===== config.mk =====
export PLATFORM = sky130hd
export DESIGN_NAME = prog_streamer
export DESIGN_NICKNAME = d
export VERILOG_FILES = /design/src/rtl/prog_streamer.sv
export SDC_FILE = /design/constraint.sdc
export NUM_CORES = 1
export LEC_CHECK = 0
export ABC_CLOCK_PERIOD_IN_PS = 6400
export CAP_MARGIN = 20
export CORE_MARGIN = 5
export CORE_UTILIZATION = 50
export DETAILED_ROUTE_END_ITERATION = 16
export PLACE_DENSITY_LB_ADDON = 0.2
export SYNTH_ARGS = -nofsm -noshare
export SYNTH_HDL_FRONTEND = slang
export SYNTH_SLANG_ARGS = --single-unit

===== constraint.sdc =====
create_clock -name CLKb -period 6.4 [get_ports CLKb]
set_input_delay 1.92 -clock CLKb [delete_from_list [all_inputs] [get_ports CLKb]]
set_output_delay 1.92 -clock CLKb [all_outputs]
set_load 0.02 [all_outputs]

===== src/rtl/prog_streamer.sv =====
// Streams a preloaded program word-by-word onto the processor D input, advancing on IRin/Ext consumes.
// D_out is combinational from registered PC; loads are only accepted while IDLE/HALT, otherwise flagged in err.
module prog_streamer #(
   parameter int W     = 10,
   parameter int DEPTH = 16,
   parameter int AW    = 4
) (
   input  logic          CLKb,
   input  logic          CLRn,
   input  logic          load_en,
   input  logic [AW-1:0] load_addr,
   input  logic [W-1:0]  load_data,
   input  logic          len_en,
   input  logic [AW:0]   load_len,
   input  logic          start,
   input  logic          IRin,
   input  logic          Ext,
   input  logic          Clr,
   output logic [W-1:0]  D_out,
   output logic [AW:0]   PC,
   output logic          busy,
   output logic          halted,
   output logic          err
);

   typedef enum logic [1:0] {
      S_IDLE  = 2'd0,
      S_RUN   = 2'd1,
      S_DRAIN = 2'd2,
      S_HALT  = 2'd3
   } state_t;

   localparam logic [AW:0] DEPTH_L = (AW+1)'(DEPTH);

   state_t        state_q, state_d;
   logic [AW:0]   pc_q, pc_d;
   logic [AW:0]   len_q, len_d;
   logic          err_q, err_d;
   logic [W-1:0]  mem_q [DEPTH];

   logic consume;
   logic loadable;

   assign consume  = IRin | Ext;
   assign loadable = (state_q == S_IDLE) || (state_q == S_HALT);

   always_comb begin
      state_d = state_q;
      pc_d    = pc_q;
      len_d   = len_q;
      err_d   = err_q;

      if ((load_en || len_en) && !loadable) begin
         err_d = 1'b1;
      end
      if (len_en && loadable) begin
         len_d = (load_len > DEPTH_L) ? DEPTH_L : load_len;
      end

      case (state_q)
         S_IDLE, S_HALT: begin
            // start decision deliberately uses the old length, even if len_en fires now
            if (start) begin
               pc_d    = '0;
               state_d = (len_q != '0) ? S_RUN : S_HALT;
            end
         end
         S_RUN: begin
            if (consume) begin
               pc_d = pc_q + 1'b1;
               if (IRin && Ext) begin
                  err_d = 1'b1;
               end
               if ((pc_q + 1'b1) == len_q) begin
                  state_d = S_DRAIN;
               end
            end
         end
         S_DRAIN: begin
            if (consume) begin
               err_d = 1'b1;
            end
            if (Clr) begin
               state_d = S_HALT;
            end
         end
         default: state_d = S_IDLE;
      endcase
   end

   always_ff @(posedge CLKb or negedge CLRn) begin
      if (!CLRn) begin
         state_q <= S_IDLE;
         pc_q    <= '0;
         len_q   <= '0;
         err_q   <= 1'b0;
      end else begin
         state_q <= state_d;
         pc_q    <= pc_d;
         len_q   <= len_d;
         err_q   <= err_d;
      end
   end

   always_ff @(posedge CLKb or negedge CLRn) begin
      if (!CLRn) begin
         for (int i = 0; i < DEPTH; i++) begin
            mem_q[i] <= '0;
         end
      end else if (load_en && loadable) begin
         mem_q[load_addr] <= load_data;
      end
   end

   // PC < len <= DEPTH whenever RUN, so the low AW bits are a safe read address
   assign D_out  = (state_q == S_RUN) ? mem_q[pc_q[AW-1:0]] : '0;
   assign PC     = pc_q;
   assign busy   = (state_q == S_RUN) || (state_q == S_DRAIN);
   assign halted = (state_q == S_HALT);
   assign err    = err_q;

endmodule

==> results <==
- For this run, the register share of the synthesized area comes to around 54%.
- The total nets after synthesis is 563.
- The die covers about 19000 um2.
- The layout has approximately 1200 filler cells.
- Global routing consumed, on the met3 layer, under 10% of the routing resources.
- The worst slack at placement is 1.749 ns.
- The area occupied by multi-input gates is around 3600 um2.
- The count of yosys warnings during synthesis is 0.
- The critical path class is reg -> out.
- The placeable core region is roughly 16000 um2.
- The synthesized area divided by synthesized cell count is between 15 and 20 um2.
- For this run, global-route usage on met1 was measured as 26.71%.
- The H-tree was split into 4 levels.
- Counting I/O delays and the setup requirement, the final critical path takes around 5 ns.
- The number of vias per cell after detailed routing is 5.901.
- The final worst clock skew is around 0.0093 ns.
- The floorplan die width is 137.0 um.
- The data arrival time of the critical path is roughly 3.1 ns.
- The number of buffers inserted by port buffering is 44.
- The initial antenna violation count came to 0.
- Of all nets on the critical path, the largest fanout is 44.
- After detailed routing, the average wire length per cell comes to approximately 22 um.
- The flow ran to the end, and the final reports show no timing, DRC or antenna violations.
- For this run, asynchronously set or reset flops after synthesis account for 100.0%.
- After detailed routing, the total wire length is between 15000 and 20000 um.
- The hold violation total from the final report is 0.
- The number of hold buffers added after cts is 0.
- The violation count after the first detailed-route iteration is 321.
- The cell count after synthesis came out at 531.
- The total CTS buffers is 17.
- Data on the critical path is required at its endpoint by roughly 4.5 ns.
- The count of pins on the block boundary is 45.
- Across the run, the number of max-cap violations was 0.
- The via count of the first global-routing pass is roughly 5300.
- For this configuration, the core starts out at a cell density of 50.92%.
- The tree is rooted in a sky130_fd_sc_hd__clkbuf_16.
- The CTS tree is yes.
- The fraction of the cycle the final worst path needs is roughly four fifths.
- The first TritonRoute pass finished after 4 iterations.
- The peak supply drop is 259.8 uV.
- The count of endpoints failing setup in the final report is 0.
- Setup repair after global routing left no endpoint under its margin.
- For this run, the total global-route usage over all layers was measured as about a fifth.
- For this design the ratio of total power to cell area is between 400 and 500 nW/um2.
- The first global-routing pass estimated around 29000 um of wire.
- For this run the aggregate overflow at the end of global routing stands at 0.
- In this run, synthesis inferred 0 flip-flops with an integrated enable.
- In the final design database the tool counted just under 600 nets.
- The number of distinct standard cells referenced by the synthesized netlist is 40.
- Global routing used about a third of the available met2 tracks.
- The setup fix buffers added after clock tree synthesis is 0.
- The number of max-slew violations in the final report came to 0.
- In this run the remaining antenna-violating nets after routing total 0.
- For the worst-skew pair, the clock arrives at the later sink with an insertion delay of 0.43 ns.
- Static timing analysis puts the maximum clock frequency at between 0.15 and 0.2 GHz.
- The sequential standard cell area is around 4300 um2.
- After synthesis, the most frequently instantiated cells are sky130_fd_sc_hd__dfrtp_1 (173), sky130_fd_sc_hd__mux2_2 (161), sky130_fd_sc_hd__mux4_2 (40), sky130_fd_sc_hd__a22oi_1 (20), sky130_fd_sc_hd__clkbuf_1 (17).
- The clock transition time at the flip-flop clock pins of the worst setup and hold paths is around 0.060 ns.
- The type of the most critical hold path is reg -> reg.
- The diode insertion count for antenna repair is 0.
- The core utilization of the finished layout is between 50% and 60%.
- The endpoint kind of the worst setup timing path is an output port.
- The post-cts sizing count is 0.
- STA classifies the critical path startpoint as a flip-flop.
- The most used flip-flop cell after synthesis is sky130_fd_sc_hd__dfrtp_1.
- The transition time at the pin with the least slew margin is approximately 1.1 ns.
- The number of buffers on the longest clock path is 2.
- The die span in y is approximately 140 um.
- The wire-length estimate of the detail-placed layout is about 11000 um.
- The last weighted congestion value of the routability-driven placer is slightly below 0.8.
- The worst hold margin is about 0.5 ns.
- Sorting the synthesized cells by area gives the leading types as sky130_fd_sc_hd__dfrtp_1 (54%), sky130_fd_sc_hd__mux2_2 (22%), sky130_fd_sc_hd__mux4_2 (11%).
- The setup TNS is 0 ns.
- The analysis attributes to cell leakage a power of between 3 and 4 nW.
- The cell area that synthesis handed to floorplanning was between 8000 and 9000 um2.
- Among all cell types in the netlist, the one instantiated most often is sky130_fd_sc_hd__dfrtp_1.
- The flip-flop and latch count after synthesis is 173.
- After global routing, the most crowded layer is met2.
- In this run the tightest slew margin relative to its limit is 24.79%.
- The post-layout worst setup margin is approximately 1.4 ns.
- The total vias in the final route is roughly 4700.
- The layout overhead on the synthesized area is 14.42%.
- Entering global routing, the biggest net connects 62 pins.
- The number of placement rows is 46.
- The share of post-route cells with drive strength above 1 is between 40 and 50%.
- Counting every sink on the clock net gives around 170.
- The biggest area consumer among synthesized cells is sky130_fd_sc_hd__dfrtp_1.
- The proportion of netlist area held by the largest area contributor is a little over half.
- The number of remaining DRC errors is 0.
[cell usage in the layout (no fill, tap or decap), drive strengths merged, types with 4 or more instances in the layout]
cell	count
nand2	14
ha	5
nor2	16
inv	8
clkinv	5
mux2	162
clkdlybuf4s50	43
mux4	40
buf	4
xnor2	6
o21ai	8
nand2b	10
dfrtp	173
clkbuf	19
a22oi	20
nor3	6
a21boi	10
[metal layers]
layer | part of all wire, % | routed length, um
met5 | 0 | 0
met4 | 1.1 | 193
met3 | 5.0 | 877
met2 | 51 | 8893
met1 | 43 | 7604
[per-stage QoR]
stage | cells | power (mW) | area (um2)
floorplan | 531 | 2.984 | 8059
global placement | 762 | 3.332 | 8655
detailed placement | 762 | 3.408 | 8655
CTS | 794 | 4.408 | 9221
global route | 794 | 4.622 | 9221
finish | 794 | 4.368 | 9221
[path summary, 6_finish.rpt]
kind / startpoint / endpoint / slack, ns / cells past startpoint
setup / recovery: PC[1] / D_out[9] / 1.39 / 4
max in group asynchronous: CLRn / PC[1] / 3.74 / 2
hold / removal: mem_q[96] / mem_q[96] / 0.50 / 1
hold reg to reg: mem_q[96] / mem_q[96] / 0.50 / 1
setup reg to reg: PC[1] / state_q[1] / 3.81 / 6
min in group asynchronous: CLRn / mem_q[69] / 1.46 / 1
[logic make-up after synthesis]
logic type | after synthesis | share of synthesized area (%)
AO/OA/AOI/OAI | 45 | 4.006
XOR/XNOR | 8 | 0.8695
adder cells (fa/ha/maj) | 6 | 0.9005
buffers and inverters | 36 | 2.096
flip-flops | 173 | 53.72
multiplexers | 203 | 33.99
AND/OR/NAND/NOR | 60 | 4.425
[registers in the layout (all words and copies together), names as in the netlist]
name     cells
state_q      2
PC           5
err          1
len_q        5
mem_q      160
[critical path, cell delays in order, from the launching register on]
cell                              delay [ns]
sky130_fd_sc_hd__dfrtp_2                1.11
sky130_fd_sc_hd__mux4_2                 0.43
sky130_fd_sc_hd__a22oi_1                0.36
sky130_fd_sc_hd__a21boi_0               0.17
sky130_fd_sc_hd__clkdlybuf4s50_1        0.57
[report_power, final]
group          internal [mW]  total (mW)  switching (mW)
clock network          0.545       0.992           0.448
registers               1.61        1.95           0.341
logic                  0.886        1.42           0.537
total                   3.04        4.37            1.33
[final cells by class]
cell class | instances | share of cell area (%)
tap | 216 | 2.931
multi-input combinational | 322 | 38.62
clock buffer | 19 | 4.695
sequential | 173 | 46.97
timing repair buffer | 47 | 5.170
clock inverter | 13 | 1.452
inverter | 4 | 0.1628
Note: power is estimated with default switching activity, not from simulation.
==> RTL change (config.mk and constraints unchanged) <==
Take the reset off `pc_q` and load it in a clocked block of its own.
--- a/src/rtl/prog_streamer.sv
+++ b/src/rtl/prog_streamer.sv
@@ -93,3 +93,2 @@
          state_q <= S_IDLE;
-         pc_q    <= '0;
          len_q   <= '0;
@@ -98,3 +97,2 @@
          state_q <= state_d;
-         pc_q    <= pc_d;
          len_q   <= len_d;
@@ -102,2 +100,6 @@
       end
+   end
+
+   always_ff @(posedge CLKb) begin
+      pc_q <= pc_d;
    end
Formal check against the unedited RTL: not equivalent (a bounded check fails within 4 cycles, from zero or initial values; the reset may be asserted at any time).
==> RTL change against the unedited design <==
Non-clock buffer count grew 4. Maximum frequency shrank 5.6%. Final area grew 0.39%. Synthesized area shrank 0.56%. Sequential power is essentially flat. Sequential cell count is the same. Setup slack lost 0.30 ns. Hold slack lost 0.00059 ns. Routed wire length grew 3.4%. Synthesized cell count shrank 5.3%. Total power grew 8.1%.
==> RTL change: results (changes against the unedited design) <==
<table>
<tr><th>Metric</th><th>Value</th></tr>
<tr><th colspan="2">Global routing</th></tr>
<tr><td>GR Util met1</td><td>28.9% (+2.2 points)</td></tr>
<tr><td>Routing usage on met3</td><td>3.57% (-1.1 points)</td></tr>
<tr><td>Pin count of the biggest net entering global routing</td><td>64 (+3.2%)</td></tr>
<tr><th colspan="2">Logic synthesis</th></tr>
<tr><td>Sequential-to-total area share from yosys stat</td><td>54.3% (+0.61 points)</td></tr>
<tr><td>Xor-xnor portion of the synthesized cell area</td><td>1.09% (+0.22 points)</td></tr>
<tr><td>Synthesized-area fraction occupied by adder cells</td><td>0.906% (+0.0051 points)</td></tr>
<tr><td>Mux cell area share after synthesis</td><td>36.9% (+3.0 points)</td></tr>
<tr><td>Most area-consuming cells after synthesis</td><td>sky130_fd_sc_hd__dfrtp_1 (52%), sky130_fd_sc_hd__mux2_2 (23%), sky130_fd_sc_hd__mux4_2 (14%)</td></tr>
<tr><td>Most instantiated cells after synthesis</td><td>sky130_fd_sc_hd__dfrtp_1 (168), sky130_fd_sc_hd__mux2_2 (162), sky130_fd_sc_hd__mux4_2 (50)</td></tr>
<tr><td>Mapped Nets</td><td>535 (-5.0%)</td></tr>
<tr><td>Number of unique standard cell types used by synthesis</td><td>31 (-23%)</td></tr>
<tr><td>EDFF count, synth</td><td>5 (+5)</td></tr>
<tr><th colspan="2">Setup path</th></tr>
<tr><td>WP data arrival</td><td>3.39 ns (+0.30 ns)</td></tr>
<tr><td>Worst reg2reg setup slack</td><td>3.65 ns (-0.16 ns)</td></tr>
<tr><td>Critical register-to-register path endpoint</td><td>mem_q[17]$_DFFE_PN0P_</td></tr>
<tr><td>Worst R2R Path Depth</td><td>7 (+1)</td></tr>
<tr><th colspan="2">Detailed routing</th></tr>
<tr><td>Total vias in the final route</td><td>4,466 (-4.7%)</td></tr>
<tr><td>Aggregate routed wire length</td><td>18.2 mm (+3.4%)</td></tr>
<tr><td>Wire per inst</td><td>23.5 um (+6.3%)</td></tr>
<tr><th colspan="2">Run status</th></tr>
<tr><td>Run status</td><td>finished, final reports clean</td></tr>
<tr><th colspan="2">Finish</th></tr>
<tr><td>Share of final-layout standard cells stronger than drive strength 1</td><td>47.0% (+3.6 points)</td></tr>
<tr><th colspan="2">Placement</th></tr>
<tr><td>Placed instance count</td><td>741 (-2.8%)</td></tr>
<tr><td>GP Congestion</td><td>0.784 (+0.68%)</td></tr>
<tr><td>HPWL after DPL</td><td>10.8 mm (-5.8%)</td></tr>
<tr><th colspan="2">Timing</th></tr>
<tr><td>Ratio of final minimum period to clock period</td><td>82.9% (+4.7 points)</td></tr>
<tr><td>Worst max-slew margin expressed relative to the limit</td><td>35.1% (+10 points)</td></tr>
<tr><th colspan="2">Power</th></tr>
<tr><td>Leakage power summed over all cells</td><td>3.96 nW (+0.82%)</td></tr>
</table>
RTL change: cell types whose count changed in the layout (fill, tap and decap cells not counted), moves of 4 or more:
cell / before / now
sky130_fd_sc_hd__mux4_2: 40 / 50
sky130_fd_sc_hd__a22oi_1: 20 / 0
sky130_fd_sc_hd__clkinv_2: 0 / 4
sky130_fd_sc_hd__clkinv_4: 5 / 0
sky130_fd_sc_hd__and2_1: 1 / 11
sky130_fd_sc_hd__a21boi_0: 10 / 0
sky130_fd_sc_hd__edfxtp_1: 0 / 5
RTL change: final cells by class:
type / instances / area [um2]
Clock buffer: 20 / 467
Tap cell: 216 / 270
Fill cell: 1214 / 6570
Multi-Input combinational cell: 297 / 3510
Inverter: 5 / 18.8
Timing Repair Buffer: 51 / 522
Sequential cell: 173 / 4350
Clock inverter: 11 / 118
RTL change: worst max-delay path by stage:
stage | from | end | cells past startpoint
2_1_floorplan | PC[0]$_SDFFCE_PN0P_ | D_out[1] | 5
3_3_place_gp | PC[0]$_SDFFCE_PN0P_ | D_out[3] | 5
3_5_place_dp | PC[0]$_SDFFCE_PN0P_ | D_out[6] | 5
4_1_cts | PC[0]$_SDFFCE_PN0P_ | D_out[7] | 5
5_1_grt | PC[0]$_SDFFCE_PN0P_ | D_out[6] | 5
6_report | PC[0]$_SDFFCE_PN0P_ | D_out[7] | 5
RTL change: critical path, cell delays in order (launching register included):
cell and delay, ns:
sky130_fd_sc_hd__edfxtp_1 0.78, sky130_fd_sc_hd__buf_12 0.37, sky130_fd_sc_hd__mux4_2 0.56, sky130_fd_sc_hd__mux4_2 0.51, sky130_fd_sc_hd__and2_1 0.17, sky130_fd_sc_hd__clkdlybuf4s50_1 0.54
RTL change: where the power goes:
group          total (mW)  switching, mW  internal (mW)
registers            1.95          0.318           1.63
logic                1.74          0.671           1.07
clock network        1.03          0.427          0.601
total                4.72           1.42           3.30
RTL change: per-layer routing:
| layer | up-vias | part of all wire, % |
|---|---|---|
| met5 | - | 0 |
| met3 | 20 | 2.6 |
| met4 | 0 | 1.3 |
| met2 | 72 | 53 |
| met1 | 2429 | 43 |
| li1 | 1945 | - |
RTL change: cell families (layout without fill, tap and decap cells):
| family | count (synthesis) | after routing |
|---|---|---|
| XOR/XNOR | 10 | 10 |
| multiplexers | 213 | 213 |
| AND/OR/NAND/NOR | 58 | 58 |
| flip-flops | 173 | 173 |
| adder cells (fa/ha/maj) | 6 | 6 |
| buffers and inverters | 33 | 87 |
| AO/OA/AOI/OAI | 10 | 10 |
RTL change: through the flow:
stage / total power, mW / cell area [um2] / hold WS [ns]
after floorplan: 3.21 / 8010 / 0.474
after global placement: 3.63 / 8640 / 0.482
after detailed placement: 3.70 / 8660 / 0.490
after CTS: 4.74 / 9240 / 0.506
after global routing: 4.98 / 9260 / 0.514
final: 4.72 / 9260 / 0.503
